File: src/rtl/cart_loader_pkg.sv
// Shared types and constants for the iNES cartridge loader.
package cart_loader_pkg;

  typedef enum logic [2:0] {
    ST_IDLE,
    ST_HEADER,
    ST_TRAINER,
    ST_PRG,
    ST_CHR,
    ST_DONE,
    ST_ERROR
  } state_e;

  localparam logic [1:0] ERR_NONE    = 2'd0;
  localparam logic [1:0] ERR_MAGIC   = 2'd1;
  localparam logic [1:0] ERR_SIZE    = 2'd2;
  localparam logic [1:0] ERR_TRAINER = 2'd3;

  // Element 0 is the first byte on the wire: "NES" followed by 0x1A.
  localparam logic [3:0][7:0] INES_MAGIC = {8'h1A, 8'h53, 8'h45, 8'h4E};

  localparam int HDR_LEN        = 16;
  localparam int TRAINER_LEN    = 512;
  localparam int PRG_BANK_BYTES = 16384;
  localparam int CHR_BANK_BYTES = 8192;

endpackage

File: src/rtl/cart_hdr_decode.sv
// Captures iNES header fields as bytes arrive and flags magic/size problems.
module cart_hdr_decode
  import cart_loader_pkg::*;
#(
  parameter int PRG_AW = 17,
  parameter int CHR_AW = 13
) (
  input  logic       clk_sys,
  input  logic       rst_n,
  input  logic       clr,
  input  logic       hdr_we,
  input  logic [3:0] hdr_idx,
  input  logic [7:0] hdr_data,
  output logic [7:0] mapper,
  output logic [7:0] prg_banks,
  output logic [7:0] chr_banks,
  output logic       mirror_v,
  output logic       battery,
  output logic       trainer,
  output logic       magic_err,
  output logic       size_err
);

  localparam logic [8:0] PRG_MAX = 9'(1 << (PRG_AW - 14));
  localparam logic [8:0] CHR_MAX = 9'(1 << (CHR_AW - 13));

  logic [7:0] mapper_q, mapper_d;
  logic [7:0] prg_q, prg_d;
  logic [7:0] chr_q, chr_d;
  logic       mirror_q, mirror_d;
  logic       battery_q, battery_d;
  logic       trainer_q, trainer_d;

  always_comb begin
    mapper_d  = mapper_q;
    prg_d     = prg_q;
    chr_d     = chr_q;
    mirror_d  = mirror_q;
    battery_d = battery_q;
    trainer_d = trainer_q;
    if (clr) begin
      mapper_d  = '0;
      prg_d     = '0;
      chr_d     = '0;
      mirror_d  = 1'b0;
      battery_d = 1'b0;
      trainer_d = 1'b0;
    end else if (hdr_we) begin
      case (hdr_idx)
        4'd4: prg_d = hdr_data;
        4'd5: chr_d = hdr_data;
        4'd6: begin
          mirror_d       = hdr_data[0];
          battery_d      = hdr_data[1];
          trainer_d      = hdr_data[2];
          mapper_d[3:0]  = hdr_data[7:4];
        end
        4'd7: mapper_d[7:4] = hdr_data[7:4];
        default: ;
      endcase
    end
  end

  always_ff @(posedge clk_sys or negedge rst_n) begin
    if (!rst_n) begin
      mapper_q  <= '0;
      prg_q     <= '0;
      chr_q     <= '0;
      mirror_q  <= 1'b0;
      battery_q <= 1'b0;
      trainer_q <= 1'b0;
    end else begin
      mapper_q  <= mapper_d;
      prg_q     <= prg_d;
      chr_q     <= chr_d;
      mirror_q  <= mirror_d;
      battery_q <= battery_d;
      trainer_q <= trainer_d;
    end
  end

  assign magic_err = hdr_we && (hdr_idx[3:2] == 2'b00) &&
                     (hdr_data != INES_MAGIC[hdr_idx[1:0]]);
  // Bytes 4/5 are already registered by the time byte 15 is checked.
  assign size_err  = (prg_q == 8'd0) || ({1'b0, prg_q} > PRG_MAX) ||
                     ({1'b0, chr_q} > CHR_MAX);

  assign mapper    = mapper_q;
  assign prg_banks = prg_q;
  assign chr_banks = chr_q;
  assign mirror_v  = mirror_q;
  assign battery   = battery_q;
  assign trainer   = trainer_q;

endmodule

File: src/rtl/cart_loader.sv
// Streams an iNES image into PRG/CHR memory and holds the cart in reset until loaded.
// Define CART_LOADER_TRAINER_SKIP_EN to skip a 512-byte trainer instead of rejecting it.
module cart_loader
  import cart_loader_pkg::*;
#(
  parameter int PRG_AW = 17,
  parameter int CHR_AW = 13
) (
  input  logic              clk_sys,
  input  logic              rst_n,
  input  logic              start,
  input  logic [7:0]        in_data,
  input  logic              in_valid,
  output logic              in_ready,
  output logic              mem_we,
  output logic              mem_sel,
  output logic [PRG_AW-1:0] mem_addr,
  output logic [7:0]        mem_data,
  output logic [7:0]        mapper,
  output logic [7:0]        prg_banks,
  output logic [7:0]        chr_banks,
  output logic              mirror_v,
  output logic              battery,
  output logic              busy,
  output logic              done,
  output logic              error,
  output logic [1:0]        err_code,
  output logic              cart_rst
);

  localparam int CW = PRG_AW + 1;
  localparam logic [CW-1:0] HDR_LAST = CW'(HDR_LEN - 1);
  localparam logic [CW-1:0] TRN_LAST = CW'(TRAINER_LEN - 1);

  state_e            state_q, state_d;
  logic [CW-1:0]     cnt_q, cnt_d;
  logic              mem_we_q, mem_we_d;
  logic              mem_sel_q, mem_sel_d;
  logic [PRG_AW-1:0] mem_addr_q, mem_addr_d;
  logic [7:0]        mem_data_q, mem_data_d;
  logic [1:0]        err_code_q, err_code_d;
  logic              cart_rst_q, cart_rst_d;

  logic          loading, accept, hdr_we, hdr_clr;
  logic          trainer, magic_err, size_err;
  logic [CW-1:0] cnt_inc, prg_end, chr_end;

  assign loading = (state_q == ST_HEADER) || (state_q == ST_TRAINER) ||
                   (state_q == ST_PRG) || (state_q == ST_CHR);
  assign accept  = in_valid && loading;
  assign hdr_we  = accept && (state_q == ST_HEADER);
  assign hdr_clr = start && !loading;
  assign cnt_inc = cnt_q + CW'(1);
  // Bank counts are bounded by the size check, so the products fit in CW bits.
  assign prg_end = CW'(prg_banks) * CW'(PRG_BANK_BYTES);
  assign chr_end = CW'(chr_banks) * CW'(CHR_BANK_BYTES);

  cart_hdr_decode #(.PRG_AW(PRG_AW), .CHR_AW(CHR_AW)) u_hdr (
    .clk_sys   (clk_sys),
    .rst_n     (rst_n),
    .clr       (hdr_clr),
    .hdr_we    (hdr_we),
    .hdr_idx   (cnt_q[3:0]),
    .hdr_data  (in_data),
    .mapper    (mapper),
    .prg_banks (prg_banks),
    .chr_banks (chr_banks),
    .mirror_v  (mirror_v),
    .battery   (battery),
    .trainer   (trainer),
    .magic_err (magic_err),
    .size_err  (size_err)
  );

  always_comb begin
    state_d    = state_q;
    cnt_d      = cnt_q;
    mem_we_d   = 1'b0;
    mem_sel_d  = mem_sel_q;
    mem_addr_d = mem_addr_q;
    mem_data_d = mem_data_q;
    err_code_d = err_code_q;
    cart_rst_d = 1'b1;
    case (state_q)
      ST_IDLE, ST_DONE, ST_ERROR: begin
        if (start) begin
          state_d    = ST_HEADER;
          cnt_d      = '0;
          err_code_d = ERR_NONE;
        end else if (state_q == ST_DONE) begin
          // Released one cycle after DONE so the final write lands first.
          cart_rst_d = 1'b0;
        end
      end
      ST_HEADER: begin
        if (accept) begin
          cnt_d = cnt_inc;
          if (magic_err) begin
            state_d    = ST_ERROR;
            err_code_d = ERR_MAGIC;
          end else if (cnt_q == HDR_LAST) begin
            cnt_d = '0;
            if (size_err) begin
              state_d    = ST_ERROR;
              err_code_d = ERR_SIZE;
            end else if (trainer) begin
`ifdef CART_LOADER_TRAINER_SKIP_EN
              state_d = ST_TRAINER;
`else
              state_d    = ST_ERROR;
              err_code_d = ERR_TRAINER;
`endif
            end else begin
              state_d = ST_PRG;
            end
          end
        end
      end
      ST_TRAINER: begin
        if (accept) begin
          cnt_d = cnt_inc;
          if (cnt_q == TRN_LAST) begin
            cnt_d   = '0;
            state_d = ST_PRG;
          end
        end
      end
      ST_PRG, ST_CHR: begin
        if (accept) begin
          mem_we_d   = 1'b1;
          mem_sel_d  = (state_q == ST_CHR);
          mem_addr_d = cnt_q[PRG_AW-1:0];
          mem_data_d = in_data;
          cnt_d      = cnt_inc;
          if ((state_q == ST_PRG) && (cnt_inc == prg_end)) begin
            cnt_d   = '0;
            state_d = (chr_banks != 8'd0) ? ST_CHR : ST_DONE;
          end else if ((state_q == ST_CHR) && (cnt_inc == chr_end)) begin
            cnt_d   = '0;
            state_d = ST_DONE;
          end
        end
      end
      default: state_d = ST_IDLE;
    endcase
  end

  always_ff @(posedge clk_sys or negedge rst_n) begin
    if (!rst_n) begin
      state_q    <= ST_IDLE;
      cnt_q      <= '0;
      mem_we_q   <= 1'b0;
      mem_sel_q  <= 1'b0;
      mem_addr_q <= '0;
      mem_data_q <= '0;
      err_code_q <= ERR_NONE;
      cart_rst_q <= 1'b1;
    end else begin
      state_q    <= state_d;
      cnt_q      <= cnt_d;
      mem_we_q   <= mem_we_d;
      mem_sel_q  <= mem_sel_d;
      mem_addr_q <= mem_addr_d;
      mem_data_q <= mem_data_d;
      err_code_q <= err_code_d;
      cart_rst_q <= cart_rst_d;
    end
  end

  assign in_ready = loading;
  assign busy     = loading;
  assign done     = (state_q == ST_DONE);
  assign error    = (state_q == ST_ERROR);
  assign mem_we   = mem_we_q;
  assign mem_sel  = mem_sel_q;
  assign mem_addr = mem_addr_q;
  assign mem_data = mem_data_q;
  assign err_code = err_code_q;
  assign cart_rst = cart_rst_q;

endmodule
File: config.mk
export PLATFORM = sky130hd
export DESIGN_NAME = cart_loader
export DESIGN_NICKNAME = d
export VERILOG_FILES = /design/src/rtl/cart_loader_pkg.sv /design/src/rtl/cart_hdr_decode.sv /design/src/rtl/cart_loader.sv
export SDC_FILE = /design/constraint.sdc
export NUM_CORES = 1
export LEC_CHECK = 0
export ABC_CLOCK_PERIOD_IN_PS = 8500
export BUFFER_PORTS_ARGS = -buffer_cell sky130_fd_sc_hd__buf_2
export CORE_MARGIN = 1
export CORE_UTILIZATION = 61
export DETAILED_ROUTE_END_ITERATION = 7
export PLACE_DENSITY = 0.84
export SYNTH_ARGS = -nofsm -noshare
export SYNTH_HDL_FRONTEND = slang
export SYNTH_SLANG_ARGS = --single-unit
File: constraint.sdc
create_clock -name clk_sys -period 8.5 [get_ports clk_sys]
set_input_delay 0.85 -clock clk_sys [delete_from_list [all_inputs] [get_ports clk_sys]]
set_output_delay 0.85 -clock clk_sys [all_outputs]
set_load 0.1 [all_outputs]
==> summary.txt <==
Global routing
  • Antenna violations before repair: 0
  • Vias in the first global route: 3834
  • First-pass GRT wire length: 19200 µm
  • Gr ovfl total: 0
  • All-Layer GR Usage: 0.328
  • Pin count of the biggest net entering global routing: 79

Route
  • Drt initial violations: 491
  • DR WL/cell: 17.9 µm
  • DRT Wirelength: 11800 µm
  • Drc violations: 0
  • Total number of vias: 4165
  • Final ANT Viol Nets: 0
  • Via-to-Cell Ratio: 6.31
  • Pre-antenna DRT Iters: 5

STA
  • Unrepaired setup endpoints after global routing: false
  • Clock Skews: 6.71 ps
  • Setup-failing EPs final: 0
  • Max Clk Rate: 0.251 GHz
  • Final worst-path cycle share: 0.469
  • Final Hold Vio Count: 0
  • Final min period: 3990 ps
  • Slew headroom: 0.290
  • Final Slew Violations: 0
  • Setup_tns: 0 ps
  • Worst Tran Pin Value: 1060 ps

Finish
  • Area Growth Syn to Fin: 12.3%
  • # fillers: 552
  • Commonest non-fill, non-tap cell in the layout: nand2_1
  • Commonest non-fill, non-tap cells in the layout: 115 x nand2_1, 77 x dfrtp_1, 70 x buf_2, 42 x a21oi_1, 40 x nand3_1
  • Multi-input logic area: 0.00228 mm²
  • Layout cell share with drive strength beyond 1: 0.199
  • N_diodes: 0
  • Reg area: 0.00195 mm²
  • Nets: 577

Synthesis
  • Syn Area/Cell: 8.63 µm²
  • Yosys reg bits: 78
  • Synth top area share: 0.432
  • Primary FF master, synth: dfrtp_1
  • Dominant cells by area after synthesis: dfrtp_1 43%, nand2_1 9.7%, a21oi_1 4.7%
  • EDFF count, synth: 0
  • Syn. warnings: 0
  • Syn_nets: 535
  • Cell taking the most area after synthesis: dfrtp_1
  • Ys async rst share: 1.00
  • Synthesized netlist cell count: 517
  • Area of the mapped netlist: 0.00446 mm²
  • Netlist cell types: 64
  • Post-synthesis sequential area ratio: 0.438

Die
  • Initial Util: 0.643
  • Die width: 87.5 µm
  • Core Region: 0.00694 mm²
  • Die H: 87.5 µm
  • # rows: 30
  • Die ar.: 0.00766 mm²
  • IO Pins: 72

CTS
  • Clock root cell: clkbuf_8
  • Setup repair bufs after CTS: 0
  • Post-CTS sizing: 0
  • Hold buffer count at CTS: 0
  • Htree depth: 3
  • CTS tree: done
  • Clock slew seen by the registers of the worst setup and hold paths: 80 ps
  • TritonCTS Buffers: 9
  • CTS max path bufs: 2
  • Later-pin clock latency in the skew report: 360 ps
  • Clock sinks: 78

Placed design
  • GP Congestion: 0.996
  • HPWL after DPL: 8060 µm
  • Port bufs: 71

Worst setup path
  • CP cell instances: ha_1 -> nand4_1 -> nor4_1 -> xnor2_1 -> o211ai_1 -> nor4_1 -> o21ai_2 -> a21oi_2 -> mux2i_1
  • Worst Path Max Fanout: 12
  • WP buf/inv: 0
  • Critical path's largest stage delay: 810 ps
  • WP data arrival: 4180 ps
  • Crit Path Class: reg -> reg
  • Required time worst endpoint: 8700 ps
  • Critical-path top delay cell: nor4_1
  • Worst setup SP type: register
  • Setup crit end kind: register
  • Most frequent CP cell: nor4_1
  • Kind of cell adding the most delay to the critical path: simple AND/OR/NAND/NOR gates

Pwr
  • PD cells: 312 mW/mm²
  • Power Total: 1.56 mW
  • Switching power share of the total: 0.504
  • Clock power frac: 0.217
  • Internal Power: 776 µW
  • Combinational power share: 0.474
  • Net switching power: 789 µW
  • Peak supply drop: 0.269 mV
  • Leakage power total: 2.32 nW
  • Sequential share of power: 0.310

Run
  • Max-cap check violation count: 0

Status
  • Run status: finished, final reports clean

Min path
  • Hold Path Class: reg -> reg
[metrics by stage]
step	area (µm²)	instances	hold slack (ps)	utilization	setup slack, ps
2_1_floorplan	4460	517	496	-	4510
3_3_place_gp	4770	644	455	0.687	4910
3_5_place_dp	4770	644	459	0.687	4760
4_1_cts	5010	660	480	0.721	4630
5_1_grt	5010	660	502	0.721	4250
6_report	5010	660	475	0.721	4510
[path summary, 6_finish.rpt]
| kind | from | to | slack (ps) | cells after the start |
|---|---|---|---|---|
| max reg2reg | cnt_q[1]$_DFFE_PN0P_ | cnt_q[0]$_DFFE_PN0P_ | 4510 | 9 |
| max | cnt_q[1]$_DFFE_PN0P_ | cnt_q[0]$_DFFE_PN0P_ | 4510 | 9 |
| min in group asynchronous | rst_n | mem_addr[8]$_DFFE_PN0P_ | 640 | 1 |
| min | mem_addr[8]$_DFFE_PN0P_ | mem_addr[8]$_DFFE_PN0P_ | 470 | 2 |
| max in group asynchronous | rst_n | cnt_q[14]$_DFFE_PN0P_ | 7220 | 1 |
| min reg2reg | mem_addr[8]$_DFFE_PN0P_ | mem_addr[8]$_DFFE_PN0P_ | 470 | 2 |
[per-layer routing]
metal  vias up  share of wire  global-route usage
met1      2003           0.41               0.446
met2       218           0.48               0.529
met3        29          0.079              0.0521
met4         0          0.026               0.130
li1       1915              -                   -
met5         -              0                   0
[flip-flops by register name, indices dropped and copies added, names as in the netlist]
| name | cells |
|---|---|
| u_hdr.trainer | 1 |
| u_hdr.battery | 1 |
| mem_addr | 17 |
| state_q | 3 |
| u_hdr.mapper | 8 |
| mem_we | 1 |
| cart_rst | 1 |
| u_hdr.chr_banks | 8 |
| u_hdr.mirror_v | 1 |
| u_hdr.prg_banks | 8 |
| mem_data | 8 |
| mem_sel | 1 |
| cnt_q | 18 |
| err_code | 2 |
[worst min-delay path: stages, from the launching register on]
cell and delay (ps):
dfrtp_1 350, nand2_1 50, nand2_1 50
[kinds of logic (layout without fill, tap and decap cells)]
kind of cell | count (synthesis) | count (layout) | share of synthesized area
xor gates and xnor gates | 25 | 25 | 0.0491
AOI/OAI and AO/OA | 110 | 110 | 0.154
muxes | 8 | 8 | 0.0191
and+or+nand+nor | 238 | 238 | 0.273
adders and majority gates | 6 | 6 | 0.0168
DFF | 78 | 78 | 0.438
buffers and inverters | 52 | 99 | 0.0508
[area by class of cell]
cell class              count  share of cell area
multi-input cells         387               0.456
flip-flops and latches     78               0.390
repair buffers             74              0.0759
clock buffers              11              0.0262
well taps                  96              0.0240
clock inverters             5              0.0215
inverters                   9             0.00674
[power groups by stage]
stage / logic (mW) / clock network [mW] / registers [mW]
after floorplan: 0.331 / 0 / 0.750
after global placement: 0.720 / 0 / 0.486
after detailed placement: 0.731 / 0 / 0.490
after CTS: 0.736 / 0.343 / 0.483
after global routing: 0.778 / 0.359 / 0.494
final: 0.741 / 0.339 / 0.485
[synth_stat cells (all sizes together) (6+ instances only)]
cell and count:
clkbuf 28, nor4 14, xnor2 20, o21ai 25, nand2b 11, buf 15
nand2 115, dfrtp 77, nand4 11, nor3 7, ha 6, inv 9
nor2 12, o31ai 8, nand3 40, a21oi 43
(Power assumes the default switching activity.)
